$ cat src/rtl/speed_frame_packer_if.sv
// ============================================================================
// Module   : speed_frame_packer_if
// Purpose  : Byte push bus from the speed frame packer into a TX FIFO.
// Revision : 1.0
// ============================================================================
`default_nettype none

interface speed_frame_packer_if #(
    parameter int DATA_SIZE = 8
) ();
    logic                 write;
    logic [DATA_SIZE-1:0] data;
    logic                 fifo_full;

    modport master (
        output write,
        output data,
        input  fifo_full
    );

    modport slave (
        input  write,
        input  data,
        output fifo_full
    );
endinterface

`default_nettype wire

$ cat src/rtl/speed_frame_packer.sv
// ============================================================================
// Module   : speed_frame_packer
// Purpose  : Converts a speed sample to BCD and pushes an 8-byte ASCII frame
//            ('S', 5 digits, XOR checksum, LF) into a TX FIFO.
// Revision : 1.0
// ============================================================================
`default_nettype none

module speed_frame_packer #(
    parameter int WIDTH_SPEED = 14,
    parameter int DATA_SIZE   = 8
) (
    input  wire logic                   clk,
    input  wire logic                   reset,
    input  wire logic                   done,
    input  wire logic [WIDTH_SPEED-1:0] speed,
    speed_frame_packer_if.master        fifo,
    output logic                        busy,
    output logic [7:0]                  drop_count
);

    localparam int                c_cnt_w    = $clog2(WIDTH_SPEED + 1);
    localparam logic [c_cnt_w-1:0] c_cnt_last = c_cnt_w'(WIDTH_SPEED);

    typedef enum logic [1:0] {
        S_IDLE    = 2'd0,
        S_CONVERT = 2'd1,
        S_EMIT    = 2'd2
    } state_t;

    state_t                 r_state;
    state_t                 w_state_nxt;
    logic [WIDTH_SPEED-1:0] r_shift;
    logic [19:0]            r_bcd;
    logic [19:0]            w_bcd_adj;
    logic [c_cnt_w-1:0]     r_cnt;
    logic [2:0]             r_idx;
    logic [7:0]             r_chk;
    logic [7:0]             r_drop;
    logic [7:0]             w_byte;
    logic [DATA_SIZE-1:0]   w_data;
    logic                   w_write;
    logic                   w_conv_last;

    assign w_conv_last = (r_state == S_CONVERT) && (r_cnt == c_cnt_last);
    assign w_write     = (r_state == S_EMIT) && !fifo.fifo_full && !reset;

    // Double-dabble correction: any digit >= 5 gets +3 before the shift.
    always_comb begin
        w_bcd_adj = r_bcd;
        for (int d = 0; d < 5; d++) begin
            if (r_bcd[4*d +: 4] >= 4'd5) begin
                w_bcd_adj[4*d +: 4] = r_bcd[4*d +: 4] + 4'd3;
            end
        end
    end

    always_comb begin
        w_state_nxt = r_state;
        case (r_state)
            S_IDLE:    if (done)                       w_state_nxt = S_CONVERT;
            S_CONVERT: if (w_conv_last)                w_state_nxt = S_EMIT;
            S_EMIT:    if (w_write && r_idx == 3'd7)   w_state_nxt = S_IDLE;
            default:                                   w_state_nxt = S_IDLE;
        endcase
    end

    always_ff @(posedge clk) begin
        if (reset) begin
            r_state <= S_IDLE;
        end else begin
            r_state <= w_state_nxt;
        end
    end

    // After WIDTH_SPEED shifts one more CONVERT cycle registers the checksum,
    // so EMIT only has to select among registered bytes.
    always_ff @(posedge clk) begin
        if (reset) begin
            r_shift <= '0;
            r_bcd   <= '0;
            r_cnt   <= '0;
            r_idx   <= '0;
            r_chk   <= '0;
            r_drop  <= '0;
        end else begin
            case (r_state)
                S_IDLE: begin
                    if (done) begin
                        r_shift <= speed;
                        r_bcd   <= '0;
                        r_cnt   <= '0;
                    end
                end
                S_CONVERT: begin
                    if (r_cnt == c_cnt_last) begin
                        r_chk <= 8'h63 ^ {4'h0, r_bcd[19:16] ^ r_bcd[15:12] ^
                                                r_bcd[11:8]  ^ r_bcd[7:4] ^ r_bcd[3:0]};
                        r_idx <= '0;
                    end else begin
                        {r_bcd, r_shift} <= {w_bcd_adj, r_shift} << 1;
                        r_cnt            <= r_cnt + 1'b1;
                    end
                end
                S_EMIT: begin
                    if (w_write) begin
                        r_idx <= r_idx + 3'd1;
                    end
                end
                default: ;
            endcase

            if (done && (r_state != S_IDLE) && (r_drop != 8'hFF)) begin
                r_drop <= r_drop + 8'd1;
            end
        end
    end

    always_comb begin
        w_byte = 8'h00;
        case (r_idx)
            3'd0: w_byte = 8'h53;
            3'd1: w_byte = {4'h3, r_bcd[19:16]};
            3'd2: w_byte = {4'h3, r_bcd[15:12]};
            3'd3: w_byte = {4'h3, r_bcd[11:8]};
            3'd4: w_byte = {4'h3, r_bcd[7:4]};
            3'd5: w_byte = {4'h3, r_bcd[3:0]};
            3'd6: w_byte = r_chk;
            3'd7: w_byte = 8'h0A;
            default: w_byte = 8'h00;
        endcase
    end

    assign w_data     = ((r_state == S_EMIT) && !reset) ? DATA_SIZE'(w_byte) : '0;
    assign fifo.write = w_write;
    assign fifo.data  = w_data;
    assign busy       = (r_state != S_IDLE) && !reset;
    assign drop_count = r_drop;

endmodule

`default_nettype wire
$ cat src/flat_wrapper.sv
// flat-port wrapper written by rule: the top's interface ports become plain ports
module speed_frame_packer_flat 
#(
    parameter int WIDTH_SPEED = 14,
    parameter int DATA_SIZE   = 8
)
  (clk, reset, done, speed, busy, drop_count, fifo_write, fifo_data, fifo_fifo_full);
  speed_frame_packer_if #(.DATA_SIZE(DATA_SIZE)) fifo_i ();
  input  wire logic clk;
  input  wire logic reset;
  input  wire logic done;
  input  wire logic [WIDTH_SPEED-1:0] speed;
  output logic busy;
  output logic [7:0] drop_count;
  output wire logic [$bits(fifo_i.write)-1:0] fifo_write;
  output wire logic [$bits(fifo_i.data)-1:0] fifo_data;
  input wire logic [$bits(fifo_i.fifo_full)-1:0] fifo_fifo_full;
  assign fifo_write = fifo_i.write;
  assign fifo_data = fifo_i.data;
  assign fifo_i.fifo_full = fifo_fifo_full;
  speed_frame_packer #(.WIDTH_SPEED(WIDTH_SPEED), .DATA_SIZE(DATA_SIZE)) u_core (.clk(clk), .reset(reset), .done(done), .speed(speed), .fifo(fifo_i), .busy(busy), .drop_count(drop_count));
endmodule
$ cat config.mk
export PLATFORM = sky130hd
export DESIGN_NAME = speed_frame_packer_flat
export DESIGN_NICKNAME = d
export VERILOG_FILES = /design/src/rtl/speed_frame_packer_if.sv /design/src/rtl/speed_frame_packer.sv /design/src/flat_wrapper.sv
export SDC_FILE = /design/constraint.sdc
export NUM_CORES = 1
export LEC_CHECK = 0
export CORE_MARGIN = 10
export CORE_UTILIZATION = 51
export CTS_CLUSTER_SIZE = 20
export DETAILED_ROUTE_END_ITERATION = 7
export PLACE_DENSITY_LB_ADDON = 0.1
export RECOVER_POWER = 100
export SYNTH_ARGS = -nofsm -noshare
export SYNTH_HDL_FRONTEND = slang
export SYNTH_SLANG_ARGS = --single-unit
$ cat constraint.sdc
create_clock -name clk -period 2 [get_ports clk]
set_clock_uncertainty 0.2 [all_clocks]
set_input_delay 0.3 -clock clk [delete_from_list [all_inputs] [get_ports clk]]
set_output_delay 0.3 -clock clk [all_outputs]
set_load 0.02 [all_outputs]
==> results of run 1 <==
[report_power, final]
group	switching, mW	total [mW]	internal, mW
sequential	0.0864	1.34	1.25
clock	0.370	0.653	0.283
combinational	0.877	1.68	0.804
total	1.33	3.67	2.34
[layout by cell type (no fill, tap or decap), types with 6 or more instances in the layout]
master | Yosys | layout
inv_1 | 24 | 22
nor3_1 | 9 | 9
buf_4 | 2 | 61
o32ai_2 | 7 | 10
a211oi_2 | 13 | 13
o21ai_0 | 15 | 15
nand3_1 | 19 | 18
and3_1 | 6 | 6
nor2_1 | 34 | 25
nand2_1 | 21 | 19
a21oi_1 | 20 | 19
clkdlybuf4s50_1 | 0 | 22
dfxtp_1 | 56 | 52
clkbuf_8 | 0 | 6
nor2_2 | 0 | 9
xnor2_1 | 17 | 17
mux2i_1 | 16 | 16
ha_1 | 22 | 14
mux2_2 | 8 | 8
[timing repair]
item	CTS	global route
gates resized for setup	59	30
setup endpoints to repair	36	42
pin swaps	7	2
buffers inserted	2	3
[logic make-up after synthesis]
kind of cell	Yosys count	synth area share, %
other cells	1	0.110
xor+xnor	25	7.20
compound gates	89	21.7
buf+inv	41	5.48
flops	56	32.7
mux	25	7.75
simple gates	118	17.0
fa+ha+maj	22	8.04
[layout make-up]
type	instances	area [um2]
Multi-Input combinational cell	280	2260
Fill cell	517	1930
Sequential cell	56	1130
Timing Repair Buffer	98	820
Tap cell	77	96.3
Inverter	24	90.1
Clock buffer	7	86.3
Clock inverter	1	7.51
[flip-flops by register name, summed over array words and instances, names as in the netlist]
register,cells
u_core.r_state,2
u_core.r_chk,5
u_core.r_bcd,20
u_core.drop_count,8
u_core.r_shift,14
u_core.r_idx,3
u_core.r_cnt,4
[stage by stage]
stage	cells	utilization, %	total power [mW]	TNS (ns)	hold WS [ns]
6_report	543	69.9	3.67	-1.29	0.269
5_1_grt	543	69.9	3.89	-4.68	0.285
4_1_cts	540	68.5	3.61	-1.05	0.258
3_5_place_dp	530	66.0	2.92	-2.79	0.256
3_3_place_gp	530	66.0	2.89	-2.26	0.244
2_1_floorplan	377	-	2.36	0	0.228
[worst paths after layout]
path / endpoint / slack [ns] / cells past startpoint
max: fifo_data[0] / -0.24 / 6
min: u_core.r_chk[3] / 0.27 / 2
max reg2reg: u_core.r_state[0] / -0.05 / 8
min reg2reg: u_core.r_chk[3] / 0.27 / 2
[layer usage]
| metal | share of wire [%] | GRT usage, % | vias to the layer above | routed length, um |
|---|---|---|---|---|
| met5 | 0 | 0 | - | 0 |
| met1 | 44 | 20.6 | 1461 | 3850 |
| met2 | 50 | 30.7 | 51 | 4380 |
| met4 | 1.7 | 4.88 | 0 | 144 |
| met3 | 3.9 | 2.90 | 12 | 343 |
| li1 | - | - | 1522 | - |
[critical path, stage by stage (launching register included)]
cell      delay [ns]
dfxtp_4         0.38
inv_2           0.04
ha_2            0.21
a222oi_1        0.38
a21o_1          0.18
a31oi_1         0.08
buf_4           0.16
==> run metrics, run 1 <==
status=finished with violations; failing checks=setup timing; total track usage=17.1%; num rows=29; GRT overflow=0; Inserted Clock Buffers=5; later-pin clock latency in the skew report=0.31 ns; FFs w/ async S/R, synth=0%; Worst-path clk slew=0.10 ns; CP Max Fanout=7; routed length per instance=16.1 um; Post-Synthesis Cells=377; pre-CTS setup slack=-0.431 ns; Final setup viols=15; Leak=1.67 nW; top-area cell type share of the netlist area=32.7%; final-report hold violation count=0; Vert. Die Dim=102 um; first-pass GRT wire length=14.6 mm; Die Area=10400 um2; Tcrit/Tclk final=112%; vias in the first global route=3041; count leader, synth=dfxtp_1; clock sink count=56; yosys warns=0; Hold-fix buffers, CTS=0; die width=102 um; Hold/Removal Path Class=reg2reg; Yosys top cell by area=dfxtp_1; Crit path required time=1.50 ns; CP Capture Type=primary output; most common library cells after synthesis=dfxtp_1 (56), nor2_1 (34), inv_1 (24); # Max-Cap Violations=0; overall routed net length=8.72 mm; fin. max-slew vios=0; worst reg2reg startpoint=u_core.r_idx[1]; GPL Wtd Cong=0.940; register area share after synthesis=32.7%; router iterations before antenna repair=4; total number of vias=3046; Final ANT Viol Nets=0; DRC errors left=0; Ant. Diodes=0; Data arrival, critical path=1.74 ns; Peak supply drop=0.635 mV; fin crit period=2.24 ns; #FFs+latches synth=56; crit path launch=u_core.r_idx[1]; Design Area, Final=4490 um2; final worst slack=-0.236 ns; post-DP HPWL=6.42 mm; Nets=505; IO Count=36; port bufs=34; initial DRC count=114; Cell variety after synth=57; CTS tree=yes; Area Growth Syn to Fin=31.1%; Mapped Nets=417; RSZ-0062 raised after global routing=yes; predominant post-synthesis flop cell=dfxtp_1; Worst Setup Path Type=reg2out; startpoint types=flip-flop; CORE AREA=6420 um2; clock root buffer master=clkbuf_8; area post-placement=4240 um2; Mapped Area=3420 um2; Cell Pwr Density=818 nW/um2; initial antenna violation count=0; Initial Util=53.3%; top post-synthesis cells by area=dfxtp_1 (33%), ha_1 (8.0%), a211oi_2 (4.7%); largest net degree at the start of global routing=29; syn_area_per_cell=9.08 um2; maximum root-to-sink buffer count=2; Post-synth EDFFs=0; maximum clock frequency=0.447 GHz; Max H-tree Level=2; hold_sp=u_core.r_chk[3]; layout cell share with drive strength beyond 1=32.6%; vias per cell=5.61
No activity file was read; power rests on OpenSTA's default activity.
==> run 2: changes to the inputs <==
GPL_TIMING_DRIVEN = 0   (was not set)
MAX_ROUTING_LAYER = met4   (was not set)
==> run 2 against run 1 <==
  * The flow finishes with violations (DRC, setup timing)
  * Cell area decreased by 4.6%
  * Via count shrank 2.7%
  * Combinational power down 11%
  * Sequential cell count unchanged
  * Largest cell class unchanged
==> run metrics, run 2 (synthesis gave the netlist of run 1 again) <==
Hold-fix buffers, CTS=0 (unchanged); clock root buffer master=clkbuf_8; placed cells=488 (-7.9%); failing checks=DRC, setup timing; initial antenna violation count=0 (unchanged); Sw Share=38.2% (+1.9 points); Max H-tree Level=2 (unchanged); total track usage=17.0% (-0.12 points); Int Pwr=2.18 mW (-6.8%); critical path, cell by cell=inv_4 > ha_4 > a222oi_1 > a21o_1 > a31oi_1 > buf_4; Crit path required time=1.50 ns (about the same); Vert. Die Dim=102 um (unchanged); overall routed net length=8.63 mm (-0.97%); Ant. Diodes=0 (unchanged); routed length per instance=16.8 um (+4.8%); maximum clock frequency=0.448 GHz (+0.11%); CP Capture Type=primary output; Die Area=10400 um2 (unchanged); clock share of power=19.8% (+2.0 points); GRT overflow=0 (unchanged); Final setup viols=32 (+17); Data arrival, critical path=1.73 ns (about the same); sequential share of power=37.9% (+1.5 points); maximum root-to-sink buffer count=2 (unchanged); fin crit period=2.23 ns (-0.00245 ns); total number of vias=2964 (-2.7%); num rows=29 (unchanged); fin. max-slew vios=0 (unchanged); Largest register FFs=20 (unchanged); Tcrit/Tclk final=112% (-0.12 points); Hold Slack=0.273 ns (+0.00379 ns); Cell Pwr Density=823 nW/um2 (+0.67%); router iterations before antenna repair=8 (+4); Max-slew headroom=60.1%; status=finished with violations; startpoint types=flip-flop; first-pass GRT wire length=14.1 mm (-3.5%); switching power of the nets=1.35 mW (+0.95%); Hold/Removal Path Class=reg2reg; clock sink count=56 (unchanged); Peak supply drop=0.534 mV (-16%); fill count=560 (+8.3%); RSZ-0062 raised after global routing=yes; Multi-input gate area=2270 um2 (+0.55%); most common cell after layout, fill and taps aside=dfxtp_1; Setup TNS=-1.73 ns (-0.444 ns); port bufs=34 (unchanged); IO Count=36 (unchanged); largest net degree at the start of global routing=19 (-34%); Nets=475 (-5.9%); vias in the first global route=2945 (-3.2%); Final Core Density=66.6% (-3.2 points); CORE AREA=6420 um2 (unchanged); Comb power frac=42.3% (-3.5 points); final worst slack=-0.233 ns (+0.00245 ns); register area=1130 um2 (+0.22%); final-report hold violation count=0 (unchanged); Slew @ Worst Pin=0.599 ns; commonest cells after routing, fill and taps aside=dfxtp_1 (52), nor2_1 (34), buf_4 (24); vias per cell=5.78 (+3.0%); Worst-path clk slew=0.11 ns (about the same); slowest stage delay, CP=0.40 ns (+0.02 ns); later-pin clock latency in the skew report=0.32 ns (about the same); slowest cell on the critical path=dfxtp_4; initial DRC count=147 (+29%); post-DP HPWL=6.16 mm (-4.0%); GPL Wtd Cong=0.815 (-13%); die width=102 um (unchanged); Worst Setup Path Type=reg2out; # Max-Cap Violations=0 (unchanged); final cell count without fillers=513 (-5.5%); Initial Util=53.3% (unchanged); CP Max Fanout=7 (unchanged); Inserted Clock Buffers=5 (unchanged); Final ANT Viol Nets=0 (unchanged); layout cell share with drive strength beyond 1=25.9% (-6.7 points); Leak=1.52 nW (-9.0%); DRC errors left=1 (+1); Area Growth Syn to Fin=25.0%; Reg with most FFs=u_core.r_bcd; CTS tree=yes
run 2: worst paths after layout:
path	to	from	cells after the start	slack [ns]
worst max-delay path	fifo_data[0]	u_core.r_idx[1]	6	-0.23
worst min-delay path	u_core.r_chk[2]	u_core.r_chk[2]	2	0.27
worst max register to register	u_core.r_idx[2]	u_core.r_state[1]	6	-0.19
worst min register to register	u_core.r_chk[2]	u_core.r_chk[2]	2	0.27
run 2: layout make-up:
class | instances | area share, %
Multi-Input combinational cell | 280 | 53.1
Sequential cell | 56 | 26.4
Timing Repair Buffer | 52 | 10.3
Buffer | 16 | 3.19
Inverter | 24 | 2.34
Tap cell | 77 | 2.25
Clock buffer | 6 | 1.93
Clock inverter | 2 | 0.438
run 2: per-layer routing:
metal | global-route usage [%] | part of all wire, %
met1 | 20.4 | 46
met2 | 28.5 | 48
met3 | 3.85 | 5.2
met4 | 4.12 | 0.74
met5 | - | 0
run 2: power groups by stage:
stage | clock, mW | sequential [mW] | combinational, mW
floorplan | 0 | 1.34 | 1.01
global placement | 0 | 1.35 | 1.34
CTS | 0.708 | 1.33 | 1.42
finish | 0.697 | 1.34 | 1.49
detailed placement | 0 | 1.35 | 1.35
global route | 0.754 | 1.35 | 1.61
run 2: per-stage QoR:
stage | power [mW] | setup WS [ns] | area [um2]
2_1_floorplan | 2.36 | 0.0307 | 3430
3_3_place_gp | 2.69 | -0.894 | 3860
3_5_place_dp | 2.71 | -0.889 | 3860
4_1_cts | 3.45 | -0.184 | 4180
5_1_grt | 3.72 | -0.319 | 4280
6_report | 3.52 | -0.233 | 4280
run 2: critical path: cells and delay by family, from the launching register on:
kind	cells	cell delay, ns
DFF	1	0.40
AOI/OAI and AO/OA	3	0.62
buffers and inverters	2	0.22
adders and majority gates	1	0.18
run 2: timing repair:
action	in CTS	in global routing
setup buffers	12	6
resized for setup	86	25
endpoints found under the setup margin	38	44
pin swaps	9	8
hold endpoints to repair	0	0
